[src/rtl/term_sm_pkg.sv]
// Shared types and elaboration-time helpers for the configurable terminal-tile
// switch matrix.
//   - cfg_state_e : loader FSM states
//   - clog2       : ceiling log2 usable in constant expressions
//   - sel_width   : per-channel select field width (never below 1)
//   - cfg_bits    : total configuration chain length
//   - field_off   : bit offset of channel ch's {reg_en, sel} field
package term_sm_pkg;

    typedef enum logic [1:0] {
        ST_IDLE  = 2'd0,
        ST_SHIFT = 2'd1,
        ST_DONE  = 2'd2
    } cfg_state_e;

    function automatic int clog2(input int n);
        int r;
        int v;
        r = 0;
        v = n - 1;
        while (v > 0) begin
            r = r + 1;
            v = v >> 1;
        end
        return r;
    endfunction

    function automatic int sel_width(input int num_src);
        return (clog2(num_src) < 1) ? 1 : clog2(num_src);
    endfunction

    function automatic int cfg_bits(input int num_ch, input int num_src);
        return num_ch * (sel_width(num_src) + 1);
    endfunction

    // Each channel owns SEL_W select bits followed by one reg_en bit.
    function automatic int field_off(input int ch, input int sel_w);
        return ch * (sel_w + 1);
    endfunction

endpackage

[src/rtl/term_sm_cfg_loader.sv]
// Serial configuration loader for the terminal-tile switch matrix.
// Bits are shifted into a shadow register, the load length is counted, and a
// commit copies shadow to active only when exactly CFG_BITS bits were shifted.
// Ports:
//   clk_i, rst_ni   clock, asynchronous active-low reset
//   cfg_en_i        shift cfg_din_i into the shadow this cycle
//   cfg_din_i       serial configuration data
//   cfg_commit_i    request to commit shadow to active
//   cfg_dout_o      serial chain output (shadow bit 0)
//   cfg_busy_o      high while in SHIFT
//   cfg_done_o      one-cycle pulse after a successful commit
//   cfg_err_o       sticky length/protocol error, cleared by a good commit
//   active_o        committed routing vector
module term_sm_cfg_loader
    import term_sm_pkg::*;
#(
    parameter int NUM_CH  = 20,
    parameter int NUM_SRC = 4
) (
    input  logic                                clk_i,
    input  logic                                rst_ni,
    input  logic                                cfg_en_i,
    input  logic                                cfg_din_i,
    input  logic                                cfg_commit_i,
    output logic                                cfg_dout_o,
    output logic                                cfg_busy_o,
    output logic                                cfg_done_o,
    output logic                                cfg_err_o,
    output logic [cfg_bits(NUM_CH, NUM_SRC)-1:0] active_o
);

    localparam int CFG_BITS = cfg_bits(NUM_CH, NUM_SRC);
    // Counter must hold CFG_BITS+1, the saturating overflow marker.
    localparam int CNT_W    = clog2(CFG_BITS + 2);

    localparam logic [CNT_W-1:0] CNT_FULL = CNT_W'(CFG_BITS);
    localparam logic [CNT_W-1:0] CNT_OVF  = CNT_W'(CFG_BITS + 1);

    cfg_state_e          state_q,  state_d;
    logic [CFG_BITS-1:0] shadow_q, shadow_d;
    logic [CFG_BITS-1:0] active_q, active_d;
    logic [CNT_W-1:0]    cnt_q,    cnt_d;
    logic                err_q,    err_d;

    logic [CFG_BITS-1:0] shadow_shifted;
    assign shadow_shifted = {cfg_din_i, shadow_q[CFG_BITS-1:1]};

    always_comb begin
        // NOTE: every variable gets a default before the case so no path
        // leaves one unassigned, which would otherwise infer a latch.
        state_d  = state_q;
        shadow_d = shadow_q;
        active_d = active_q;
        cnt_d    = cnt_q;
        err_d    = err_q;

        unique case (state_q)
            ST_IDLE, ST_DONE: begin
                state_d = ST_IDLE;
                if (cfg_en_i && cfg_commit_i) begin
                    err_d = 1'b1;
                end else if (cfg_en_i) begin
                    shadow_d = shadow_shifted;
                    cnt_d    = CNT_W'(1);
                    state_d  = ST_SHIFT;
                end else if (cfg_commit_i) begin
                    err_d = 1'b1;
                end
            end

            ST_SHIFT: begin
                if (cfg_en_i && cfg_commit_i) begin
                    // Ambiguous request: neither shift nor commit happens.
                    err_d   = 1'b1;
                    cnt_d   = '0;
                    state_d = ST_IDLE;
                end else if (cfg_en_i) begin
                    shadow_d = shadow_shifted;
                    if (cnt_q != CNT_OVF) begin
                        cnt_d = cnt_q + CNT_W'(1);
                    end
                end else if (cfg_commit_i) begin
                    cnt_d = '0;
                    if (cnt_q == CNT_FULL) begin
                        active_d = shadow_q;
                        err_d    = 1'b0;
                        state_d  = ST_DONE;
                    end else begin
                        err_d   = 1'b1;
                        state_d = ST_IDLE;
                    end
                end
            end

            default: state_d = ST_IDLE;
        endcase
    end

    // NOTE: the configuration registers are reset, not left undefined, so
    // the outputs come up as a clean source-0 pass-through.
    always_ff @(posedge clk_i or negedge rst_ni) begin
        if (!rst_ni) begin
            state_q  <= ST_IDLE;
            shadow_q <= '0;
            active_q <= '0;
            cnt_q    <= '0;
            err_q    <= 1'b0;
        end else begin
            // NOTE: non-blocking assignments so every register samples the
            // pre-edge values, independent of statement order.
            state_q  <= state_d;
            shadow_q <= shadow_d;
            active_q <= active_d;
            cnt_q    <= cnt_d;
            err_q    <= err_d;
        end
    end

    assign cfg_dout_o = shadow_q[0];
    assign cfg_busy_o = (state_q == ST_SHIFT);
    assign cfg_done_o = (state_q == ST_DONE);
    assign cfg_err_o  = err_q;
    assign active_o   = active_q;

endmodule

[src/rtl/term_switch_matrix_cfg.sv]
// Configurable terminal-tile switch matrix. Each of NUM_CH outputs selects one
// of NUM_SRC source buses, optionally through a one-cycle register stage.
// Routing is loaded through the serial loader and committed atomically.
// Ports:
//   UserCLK     fabric user clock, all state on the rising edge
//   resetn      asynchronous active-low reset
//   src_bus     sources; source k of channel i is bit k*NUM_CH+i
//   out_bus     routed outputs
//   cfg_en      shift enable
//   cfg_din     serial configuration data
//   cfg_commit  commit request
//   cfg_dout    serial chain output
//   cfg_busy    high while shifting
//   cfg_done    one-cycle pulse after a successful commit
//   cfg_err     sticky length/protocol error
module term_switch_matrix_cfg
    import term_sm_pkg::*;
#(
    parameter int NUM_CH  = 20,
    parameter int NUM_SRC = 4
) (
    input  logic                       UserCLK,
    input  logic                       resetn,
    input  logic [NUM_SRC*NUM_CH-1:0]  src_bus,
    output logic [NUM_CH-1:0]          out_bus,
    input  logic                       cfg_en,
    input  logic                       cfg_din,
    input  logic                       cfg_commit,
    output logic                       cfg_dout,
    output logic                       cfg_busy,
    output logic                       cfg_done,
    output logic                       cfg_err
);

    localparam int SEL_W    = sel_width(NUM_SRC);
    localparam int CFG_BITS = cfg_bits(NUM_CH, NUM_SRC);

    logic [CFG_BITS-1:0] active;

    term_sm_cfg_loader #(
        .NUM_CH  (NUM_CH),
        .NUM_SRC (NUM_SRC)
    ) u_loader (
        .clk_i        (UserCLK),
        .rst_ni       (resetn),
        .cfg_en_i     (cfg_en),
        .cfg_din_i    (cfg_din),
        .cfg_commit_i (cfg_commit),
        .cfg_dout_o   (cfg_dout),
        .cfg_busy_o   (cfg_busy),
        .cfg_done_o   (cfg_done),
        .cfg_err_o    (cfg_err),
        .active_o     (active)
    );

    for (genvar i = 0; i < NUM_CH; i++) begin : g_ch
        localparam int OFF = field_off(i, SEL_W);

        logic [SEL_W-1:0]   sel;
        logic               reg_en;
        logic [NUM_SRC-1:0] src_vec;
        logic               mux;
        logic               q_q;

        assign sel    = active[OFF +: SEL_W];
        assign reg_en = active[OFF + SEL_W];

        for (genvar k = 0; k < NUM_SRC; k++) begin : g_src
            assign src_vec[k] = src_bus[k*NUM_CH + i];
        end

        // Out-of-range selects (non-power-of-two NUM_SRC) fall back to source 0.
        always_comb begin
            mux = src_vec[0];
            if (int'(sel) < NUM_SRC) begin
                mux = src_vec[sel];
            end
        end

        // The stage runs every cycle so a switch into registered mode shows
        // already-sampled data rather than stale reset contents.
        always_ff @(posedge UserCLK or negedge resetn) begin
            if (!resetn) begin
                q_q <= 1'b0;
            end else begin
                q_q <= mux;
            end
        end

        assign out_bus[i] = reg_en ? q_q : mux;
    end

endmodule

[config.mk]
export PLATFORM = sky130hd
export DESIGN_NAME = term_switch_matrix_cfg
export DESIGN_NICKNAME = d
export VERILOG_FILES = /design/src/rtl/term_sm_pkg.sv /design/src/rtl/term_sm_cfg_loader.sv /design/src/rtl/term_switch_matrix_cfg.sv
export SDC_FILE = /design/constraint.sdc
export NUM_CORES = 1
export LEC_CHECK = 0
export BUFFER_PORTS_ARGS = -buffer_cell sky130_fd_sc_hd__buf_2
export CORE_MARGIN = 2
export CORE_UTILIZATION = 40
export DETAILED_ROUTE_END_ITERATION = 12
export SLEW_MARGIN = 15
export SYNTH_ARGS = -nofsm -noshare
export SYNTH_HDL_FRONTEND = slang
export SYNTH_HIERARCHICAL = 1
export SYNTH_SLANG_ARGS = --single-unit
[constraint.sdc]
create_clock -name UserCLK -period 1.5 [get_ports UserCLK]
set_input_delay 0.15 -clock UserCLK [delete_from_list [all_inputs] [get_ports UserCLK]]
set_output_delay 0.15 -clock UserCLK [all_outputs]
set_load 0.005 [all_outputs]
---- After elaboration in Yosys (flattened, before gate mapping) ----
Cells that the tools add are included.
cells by class
  add/sub/neg operators ................... 1
  multipliers ............................. 0
  div/mod/pow operators ................... 0
  $lt $le $gt $ge ......................... 20
  equality and inequality tests ........... 12
  shift-type cells ........................ 0
  mux-type cells .......................... 82
  bitwise logic cells ..................... 2
  reductions and logical operators ........ 10
operators with widths
  cell                   count
  $lt A2 B3 Y1 const B   20
  $mux W1                48
  $bmux W1 S2            20
  $mux W6                6
  $reduce_and A5 Y1      3
  $ne A3 B2 Y1 const B   4
  $pmux W6 S2            1
  $mux W2                5
  $add A6 B1 Y6 const B  1
  $eq A6 B6 Y1 const B   1
  $ne A6 B6 Y1 const B   1
  $ne A2 B2 Y1 const B   2
  $ne A4 B2 Y1 const B   1
  $ne A4 B3 Y1 const B   1
  $pmux W2 S2            1
  $reduce_and A3 Y1      1
  $reduce_or A3 Y1       1
  $eq A2 B1 Y1 const B   1
  $eq A2 B2 Y1 const B   1
  $logic_not A2 Y1       1
  $not A1 Y1             2
  $pmux W1 S2            1
  $reduce_and A2 Y1      1
  $reduce_bool A2 Y1     1
  2 further kinds        2
word-level totals
  register bits after elaboration ......... 149
  bits in latches ......................... 0
  memory bits (writable) .................. 0
  bits in read-only memories .............. 0
  output and inout port bits .............. 24
  word-level logic and storage cells ...... 152
  memories kept ........................... 0

---- Depth between registers and ports, before layout ----
Gate-level depths: netlist of run 1.
  word-level depth ........................ 6
  depth in mapped cells ................... 6
  gate-level depth less buffers ........... 5

---- Hierarchy ----
The synthesis of run 1 kept the hierarchy.
by module, submodules not included
  module                  instances  cells each  area an instance (µm²)
  term_sm_cfg_loader      1          306         5287.6
  term_switch_matrix_cfg  1          180         1826.8

---- Least setup slack after synthesis of run 1 ----
No wires, ideal clock.
  path kind ............................... flip-flop to flip-flop
  start point ............................. register u_loader.cnt_q[0]
  end point ............................... register u_loader.active_q[0] (netlist: u_loader/active_o[0])
  data arrival time ....................... 1.517 ns
  slack ................................... -0.142 ns
  cell stages (with the launch flop) ...... 7
  buffers on the path ..................... 1
  path through ............................ dfrtp_1 inv_1 ha_1 nand3b_1 nor2_8 buf_12 mux2_4
on the way
  word-level cells in the longest chain between the ends .. 2
ends and longest elaborated chain
  element                      line                       RTL
  from (decl)                  term_sm_cfg_loader.sv:42   logic [CNT_W-1:0] cnt_q, cnt_d;
  from (signal assigned)       term_sm_cfg_loader.sv:114  cnt_q <= cnt_d;
  $eq A6 B6 Y1                 term_sm_cfg_loader.sv:84   if (cnt_q == CNT_FULL) begin
  $reduce_and A5 Y1 (no line)  n/a
  to (signal assigned)         term_sm_cfg_loader.sv:113  active_q <= active_d;
  to (decl)                    term_sm_cfg_loader.sv:41   logic [CFG_BITS-1:0] active_q, active_d;
Every way passes these cells.
A chain may end at the register's enable or synchronous reset.

---- Final worst setup path of run 1 ----
  start point ............................. register u_loader.cnt_q[0]
  end point ............................... register u_loader.active_q[56] (netlist: u_loader/active_o[56])
Same word-level chain as after synthesis.

==> results by group, run 1 <==
Critical path
  • CP Capture Type: register
  • Worst Setup Path Type: register to register
  • Req. time, crit path: ~1.8 ns
  • Worst Path Arrival: approximately 2 ns
  • Crit path max fanout: 7
  • CP startpoint kind: register

Global routing
  • GR Util met1: around 18%
  • Grt met3 use: under 10%
  • Largest net degree at the start of global routing: 49
  • Gr usage total: approximately 15%
  • Vias in the first global route: 4482
  • Busiest grt layer: met2
  • Initial antenna violation count: 0
  • Met2 usage: about a quarter
  • Grt total ovfl: 0
  • Wire length of the first global-routing pass: 21.7 mm

Die
  • Boundary Pins: roughly 110
  • Core footprint: between 15000 and 20000 µm²
  • Die Span X: between 100 and 150 µm
  • Rows: 48
  • Die area: 18900 µm²
  • Initial core utilization: approximately two fifths
  • Die height: 137 µm

Yosys
  • Post-Syn Area per Cell: around 15 µm²
  • Post-Syn Area: 7110 µm²
  • Most frequent cell after synthesis: dfrtp_1
  • Seq cells post-synth: 149
  • Async S/R FF share, synth: 100%
  • Post-synth top cells: dfrtp_1, mux2_4, mux2_2
  • Yosys warning total: 6
  • EDFF count, synth: 0
  • Top_reg_cell synth: dfrtp_1
  • Mapped Cells: 486
  • Yosys top cell area share: between 50% and 60%
  • Sequential-to-total area share from yosys stat: 52.4%
  • Yosys top cell by area: dfrtp_1
  • Post-synth cell types: 32
  • Syn Nets: 574
  • Area contributors post-synth: dfrtp_1, mux2_4, mux2_2

Drt
  • DR pass1 iterations: 4
  • Vias per inst: slightly below 5
  • 1st-iter DRT viols: 169
  • Antenna viol nets, final: 0
  • Drt drc: 0
  • DR vias: approximately 4400
  • WL final: around 14 mm
  • Routed WL per cell: roughly 16 µm

Layout
  • Area grow syn2layout: 32.6%
  • ANT cells: 0
  • Final-stage net count: between 700 and 800
  • Ratio of cells with drive above 1 in the final layout: 58.0%
  • Fillers: between 1000 and 1500
  • Final Non-Filler Cells: around 900

Clock network
  • Clk pin slew, worst setup/hold paths: 0.06 ns
  • CTS buffer count: 17
  • Clk buf depth: 2
  • H-tree levels: 4
  • CTS tree: built
  • Clk Tree Root Cell: clkbuf_16
  • Clock latency on the worst-skew pair: 0.42 ns
  • Number of clock sinks: roughly 150

Timing
  • Final Max Tran Viols: 0
  • Final period utilization: 116%
  • Final Critical Period: about 1.7 ns
  • RSZ-0062 raised after global routing: true
  • FMAX: about 0.57 GHz
  • Worst Skew: ~0.0081 ns
  • Final setup margin: -0.241 ns
  • Final Hold Fails: 0
  • Final Setup Violations: 85
  • Setup TNS: -15.25 ns
  • Max-slew headroom: 65.9%
  • Worst-Margin Slew: slightly above 0.5 ns

Power
  • Worst vdd ir: ~0.82 mV
  • Pwr dens: between 1000 and 1500 nW/µm²
  • Leak: ~4.5 nW
  • Total power: ~0.0096 W

Place
  • Cell count after placement: roughly 830
  • Pre-CTS setup slack: -0.201 ns
  • Final GP Congestion: 0.746
  • I/O Buffers: 108
  • Half-perimeter wire length after placement: approximately 9.1 mm

Hold path
  • Worst min-delay path class: input pin to register

Outcome
  • Status: complete, but fails checks
  • Failing checks: negative setup slack

Flow run
  • MaxCap Viol Count: 0
-- path summary, 6_finish.rpt --
| kind | from | endpoint | slack (ns) | cells after the start |
|---|---|---|---|---|
| setup / recovery | u_loader/cnt_q[0] | u_loader/active_o[56] | -0.24 | 7 |
| hold / removal | cfg_commit | u_loader/state_q[1] | 0.05 | 2 |
| setup reg to reg | u_loader/cnt_q[0] | u_loader/active_o[56] | -0.24 | 7 |
| hold reg to reg | u_loader/shadow_q[20] | u_loader/shadow_q[20] | 0.52 | 1 |
| max in group asynchronous | resetn | u_loader/shadow_q[21] | 0.77 | 3 |
| min in group asynchronous | resetn | u_loader/cnt_q[4] | 0.14 | 2 |
-- where the power goes --
part	switching (W)	total, W	internal (W)
clock network	0.00164	0.00422	0.00258
logic	0.000388	0.000921	0.000533
registers	0.000160	0.00442	0.00426
total	0.00219	0.00956	0.00737
-- final cells by class --
| class | count | area, µm² | share of cell area, % |
|---|---|---|---|
| clock buffer | 21 | 470 | 4.99 |
| clock inverter | 11 | 124 | 1.31 |
| inverter | 24 | 90.1 | 0.955 |
| multi-input combinational | 300 | 3340 | 35.5 |
| sequential | 149 | 3730 | 39.6 |
| tap | 225 | 282 | 2.98 |
| timing repair buffer | 174 | 1390 | 14.7 |
-- per-layer routing --
metal / share of wire [%] / vias to the layer above
li1: - / 2130
met1: 43 / 2234
met2: 53 / 62
met3: 2.7 / 12
met4: 1.1 / 0
met5: 0 / -
-- registers in the layout (all words and copies together) (netlist names) --
register and cells:
u_loader/state_q 2, g_ch.q_q 20, u_loader/cfg_err_o 1, u_loader/cnt_q 6, u_loader/shadow_q 60, u_loader/active_o 60
-- cell usage in the layout, fill, tap and decap left out, drive strengths merged, types with 20 or more instances in the layout --
| master | netlist | final |
|---|---|---|
| mux2 | 141 | 141 |
| mux2i | 21 | 21 |
| inv | 24 | 26 |
| a311oi | 20 | 20 |
| clkbuf | 0 | 28 |
| nor3 | 20 | 20 |
| buf | 13 | 162 |
| dfrtp | 149 | 149 |
| a21oi | 22 | 22 |
| nor2 | 43 | 43 |
-- what timing repair did --
action | in CTS | in global routing
endpoints found under the setup margin | 94 | 145
endpoints found under the hold margin | 152 | 1
hold buffers | 3 | 1
gates resized for setup | 20 | 38
pin swaps | 2 | 5
cloned | 1 | 9
buffers inserted | 17 | 15
-- worst max-delay path, stage by stage, from the launching register on --
cell and delay, ns:
dfrtp_1 0.40, inv_2 0.09, ha_4 0.13, nand3b_1 0.17, nor2_8 0.21, buf_8 0.16, clkbuf_16 0.17, mux2_4 0.30
-- cell families (layout without fill, tap and decap cells) --
group,after synthesis,count (layout),share of synthesized area (%)
AOI/OAI and AO/OA,51,51,6.70
xor gates and xnor gates,2,2,0.246
adders and majority gates,3,3,0.528
buffers and inverters,37,230,3.45
DFF,149,149,52.4
muxes,162,162,29.4
and+or+nand+nor,82,82,7.23
-- stage by stage --
step	area [µm²]	util, %	hold WS (ns)
after global placement	8040	46.3	0.00467
after CTS	8930	51.5	-0.0717
after global routing	9430	54.3	0.0551
after floorplan	7110	-	-0.146
final	9430	54.3	0.0539
after detailed placement	8040	46.3	0.00427
Power figures use the tool's default switching activity.
==> run 2: changes to the inputs <==
==> constraint.sdc (replaced) <==
create_clock -name UserCLK -period 1.5 [get_ports UserCLK]
set_input_delay 0.15 -clock UserCLK [delete_from_list [all_inputs] [get_ports UserCLK]]
set_output_delay 0.15 -clock UserCLK [all_outputs]
set_load 0.1 [all_outputs]
==> results by group, run 2 (synthesis gave the netlist of run 1 again) <==
Outcome
  • Status: complete, but fails checks
  • Failing checks: negative setup slack

Power
  • NetSw: ~0.0024 W
  • Sequential share of power: between 40% and 50%
  • Pwr dens: about 1000 nW/µm²
  • Leak: around 4.6 nW
  • Worst vdd ir: 0.929 mV
  • Comb power frac: between 10% and 20%
  • Clk pwr share: 44.5%
  • Int Pwr: 0.00776 W
  • Sw Share: 23.7%

Global routing
  • Wire length of the first global-routing pass: ~23 mm
  • Initial antenna violation count: 0
  • Grt total ovfl: 0
  • Vias in the first global route: around 4800
  • Largest net degree at the start of global routing: 44
  • Gr usage total: around 16%

Clock network
  • H-tree levels: 4
  • CTS buffer count: 17
  • Clk Tree Root Cell: clkbuf_16
  • Number of clock sinks: ~150
  • CTS tree: built
  • Clock latency on the worst-skew pair: around 0.42 ns
  • Clk pin slew, worst setup/hold paths: ~0.060 ns
  • Clk buf depth: 2

Layout
  • Commonest non-fill, non-tap cells in the layout: dfrtp_1, buf_2, mux2_4, mux2_2, nor2_1
  • Area grow syn2layout: 38.3%
  • Ratio of cells with drive above 1 in the final layout: 59.8%
  • Final Non-Filler Cells: between 800 and 900
  • ANT cells: 0
  • Commonest non-fill, non-tap cell in the layout: dfrtp_1
  • Final-stage net count: about 740
  • Post-Route Utilization: approximately 57%

Die
  • Die height: about 140 µm
  • Core footprint: around 17000 µm²
  • Die area: 18900 µm²
  • Rows: 48
  • Die Span X: between 100 and 150 µm
  • Boundary Pins: ~110
  • Initial core utilization: between 40% and 50%

Place
  • Half-perimeter wire length after placement: slightly above 9 mm
  • Final GP Congestion: between 0.7 and 0.8
  • Cell count after placement: roughly 830
  • I/O Buffers: 108

Critical path
  • Crit path max fanout: 3
  • CP startpoint kind: register
  • Worst stage delay on the critical path: around 0.44 ns
  • CP cell instances: mux2_4 -> nor3_2 -> a311oi_4 -> buf_12
  • Worst Setup Path Type: register to output pin
  • Req. time, crit path: roughly 1.4 ns
  • CP Capture Type: output pin
  • Crit-path slowest cell: dfrtp_2
  • Worst Path Arrival: 1.68 ns

Timing
  • Final Max Tran Viols: 0
  • RSZ-0062 raised after global routing: true
  • Final Hold Fails: 0
  • FMAX: between 0.5 and 0.6 GHz
  • Final Critical Period: approximately 1.8 ns
  • Final period utilization: 122%
  • Final setup margin: -0.333 ns
  • Worst-Margin Slew: between 0.4 and 0.5 ns
  • Setup TNS: -17.57 ns
  • Max-slew headroom: approximately two thirds
  • Worst Skew: just over 0.006 ns
  • Final Setup Violations: 85

Drt
  • Met1 wire length: 6.05 mm
  • Routed WL per cell: ~16 µm
  • Drt drc: 0
  • Antenna viol nets, final: 0
  • Vias per inst: around 4.9
  • Highest Signal Layer: met4
  • Met2 routed WL: 7.32 mm
  • DR WL met3: between 300 and 400 µm
  • DR pass1 iterations: 4
  • 1st-iter DRT viols: 118
  • DR vias: ~4400
  • WL final: about 14 mm

Flow run
  • MaxCap Viol Count: 0

Hold path
  • Worst min-delay path class: input pin to register
-- run 2: area by class of cell --
type	count	area, µm²
timing repair buffer	164	1530
clock inverter	12	175
sequential	149	3740
tap	225	282
fill	1384	7520
multi-input combinational	300	3560
clock buffer	20	467
inverter	24	90.1
-- run 2: repair_timing --
item / in CTS / in global routing
setup buffers: 26 / 7
pin swaps: 4 / 5
resized for setup: 55 / 33
setup endpoints to repair: 84 / 95
hold buffers: 4 / 0
cloned: 5 / 1
endpoints found under the hold margin: 80 / 0
-- run 2: power groups by stage --
stage                     logic [W]  clock network, W  registers (W)
after floorplan            0.000683                 0        0.00444
after global placement      0.00112                 0        0.00448
after detailed placement    0.00115                 0        0.00449
after CTS                   0.00120           0.00463        0.00442
after global routing        0.00132           0.00483        0.00444
final                       0.00122           0.00453        0.00442
-- run 2: path summary, 6_finish.rpt --
check	start	slack (ns)	depth (start not counted)	to
max in group asynchronous	resetn	0.65	3	u_loader/active_o[38]
min in group asynchronous	resetn	0.20	2	u_loader/cnt_q[2]
max	u_loader/active_o[10]	-0.33	4	out_bus[3]
min reg2reg	u_loader/shadow_q[19]	0.52	1	u_loader/shadow_q[19]
min	cfg_commit	0.06	2	u_loader/state_q[1]
max reg2reg	u_loader/cnt_q[1]	-0.29	8	u_loader/active_o[27]
-- run 2: stage by stage --
step           worst slack [ns]  hold WS, ns  power [W]  instance area, µm²
3_5_place_dp             -0.184       0.0852    0.00564                8600
4_1_cts                  -0.373       0.0293     0.0103                9830
2_1_floorplan            -0.480       -0.146    0.00513                7340
3_3_place_gp             -0.153       0.0839    0.00560                8600
6_report                 -0.333       0.0569     0.0102                9840
5_1_grt                  -0.386       0.0498     0.0106                9840
-- run 2: worst max-delay path, delay by kind of cell, from the launching register on --
family | cells | cell delay (ns)
DFF | 1 | 0.44
AOI/OAI and AO/OA | 1 | 0.30
and+or+nand+nor | 1 | 0.05
muxes | 1 | 0.24
buffers and inverters | 1 | 0.22
-- run 2: layer usage --
| metal | GRT usage, % | vias to the layer above |
|---|---|---|
| met3 | 3.46 | 17 |
| met2 | 27.2 | 63 |
| met4 | 6.07 | 0 |
| li1 | - | 2096 |
| met1 | 20.3 | 2228 |
| met5 | 0 | - |
==> run 3: changes to the inputs <==
==> constraint.sdc (replaced) <==
create_clock -name UserCLK -period 1.96 [get_ports UserCLK]
set_input_delay 0.294 -clock UserCLK [delete_from_list [all_inputs] [get_ports UserCLK]]
set_output_delay 0.294 -clock UserCLK [all_outputs]
set_load 0.1 [all_outputs]
==> results by group, run 3 (synthesis gave the netlist of run 1 again) <==
Global routing
  • Vias in the first global route: 4335
  • Initial antenna violation count: 0
  • Wire length of the first global-routing pass: approximately 21 mm
  • Grt total ovfl: 0
  • Largest net degree at the start of global routing: 67
  • Gr usage total: approximately 14%

Layout
  • Area grow syn2layout: 28.8%
  • Fillers: between 1000 and 1500
  • ANT cells: 0
  • Final Non-Filler Cells: 850
  • Final-stage net count: 700
  • Commonest non-fill, non-tap cell in the layout: dfrtp_1
  • Post-Route Utilization: a little over half
  • Commonest non-fill, non-tap cells in the layout: dfrtp_1, buf_2, mux2_4, mux2_2, nor2_1
  • Ratio of cells with drive above 1 in the final layout: a little over half

Timing
  • Max-slew headroom: 67.4%
  • Worst Skew: approximately 0.01 ns
  • RSZ-0062 raised after global routing: true
  • Final Critical Period: 1.91 ns
  • Final Setup Violations: 0
  • Final period utilization: just under 100%
  • Worst-Margin Slew: between 0.4 and 0.5 ns
  • Final Max Tran Viols: 0
  • Final Hold Fails: 0
  • Setup TNS: 0 ns
  • Hold_ws: approximately 0.090 ns
  • FMAX: between 0.5 and 0.6 GHz

Critical path
  • End of the worst register-to-register path: u_loader/active_o[42]
  • Req. time, crit path: between 1.5 and 2 ns
  • CP Capture Type: output pin
  • Worst Setup Path Type: register to output pin
  • CP startpoint kind: register
  • Crit path max fanout: 3
  • Worst Path Arrival: ~1.6 ns
  • Reg2reg path depth: 6
  • Worst reg2reg setup slack: about 0.14 ns
  • Reg-to-reg startpoint: u_loader/cnt_q[1]

Clock network
  • Clk Tree Root Cell: clkbuf_16
  • Number of clock sinks: between 100 and 150
  • CTS tree: built
  • Clock latency on the worst-skew pair: 0.42 ns
  • H-tree levels: 4
  • Clk pin slew, worst setup/hold paths: roughly 0.060 ns
  • Clk buf depth: 2
  • CTS buffer count: 17

Die
  • Die area: roughly 19000 µm²
  • Die Span X: 137 µm
  • Initial core utilization: slightly above 40%
  • Core footprint: 17400 µm²
  • Boundary Pins: between 100 and 150
  • Die height: 137 µm
  • Rows: 48

Drt
  • Routed WL per cell: between 10 and 15 µm
  • Vias per inst: between 4 and 5
  • Drt drc: 0
  • 1st-iter DRT viols: just under 200
  • WL final: 12.6 mm
  • DR vias: 4198
  • DR pass1 iterations: 4
  • Antenna viol nets, final: 0

Power
  • Sw Share: approximately 25%
  • Leak: between 4 and 5 nW
  • Comb power frac: between 10% and 20%
  • Worst vdd ir: slightly below 0.6 mV
  • Pwr dens: 799 nW/µm²
  • Int Pwr: 0.00552 W
  • NetSw: 0.00180 W
  • Clk pwr share: a little over two fifths
  • Sequential share of power: a little under half

Place
  • Half-perimeter wire length after placement: between 9 and 10 mm
  • Cell count after placement: between 800 and 900
  • I/O Buffers: 108
  • Final GP Congestion: 0.695

Hold path
  • Hold Startpoint: cfg_en
  • Worst hold stages: 2
  • Hold endpoint: u_loader/state_q[1]
  • Worst min-delay path class: input pin to register

Flow run
  • MaxCap Viol Count: 0

Outcome
  • Status: finished, final reports clean
## run 3: layer usage
layer / global-route usage (%) / wire length [µm] / vias to the layer above
met4: 4.98 / 125 / 0
met2: 24.2 / 6670 / 61
met1: 17.5 / 5390 / 2121
met3: 3.83 / 416 / 11
met5: 0 / 0 / -
li1: - / - / 2005
## run 3: cell type report
class	count	area, µm²	area share (%)
tap	225	282	3.07
multi-input combinational	300	3470	37.9
clock buffer	20	437	4.77
sequential	149	3730	40.8
inverter	24	90.1	0.983
timing repair buffer	120	1010	11.1
clock inverter	12	130	1.42
## run 3: what timing repair did
| item | in CTS | in global routing |
|---|---|---|
| resized for setup | 10 | 27 |
| endpoints found under the setup margin | 6 | 17 |
| setup buffers | 0 | 4 |
| pin swaps | 2 | 12 |
| hold endpoints to repair | 43 | 0 |
| hold buffers | 1 | 0 |
## run 3: critical path, stage by stage, from the launching register on
cell and delay, ns:
dfrtp_2 0.44, mux2_4 0.24, nor3_4 0.04, a311oi_4 0.26
buf_12 0.22
## run 3: power by group through the flow
stage,Sequential [W],Clock [W],Combinational (W)
floorplan,0.00340,0,0.000522
global placement,0.00343,0,0.000802
detailed placement,0.00344,0,0.000825
CTS,0.00339,0.00319,0.000838
global route,0.00341,0.00332,0.000908
finish,0.00339,0.00310,0.000839
## run 3: worst max-delay path by stage
stage                          start               endpoint  slack [ns]  cells past startpoint
6_report       u_loader/active_o[10]             out_bus[3]        0.05                      4
5_1_grt        u_loader/active_o[43]            out_bus[14]       -0.02                      4
4_1_cts         u_loader/active_o[1]             out_bus[0]      0.0002                      4
3_5_place_dp       u_loader/cnt_q[1]  u_loader/active_o[42]        0.14                      6
3_3_place_gp       u_loader/cnt_q[1]  u_loader/active_o[23]        0.23                      6
2_1_floorplan    u_loader/state_q[1]   u_loader/active_o[0]       -0.02                      5
## run 3: metrics by stage
stage	cell area [µm²]	worst slack, ns	total power (W)
finish	9160	0.0454	0.00732
global route	9160	-0.0242	0.00764
CTS	9010	0.000216	0.00741
detailed placement	8400	0.139	0.00427
global placement	8400	0.234	0.00424
floorplan	7340	-0.0198	0.00392
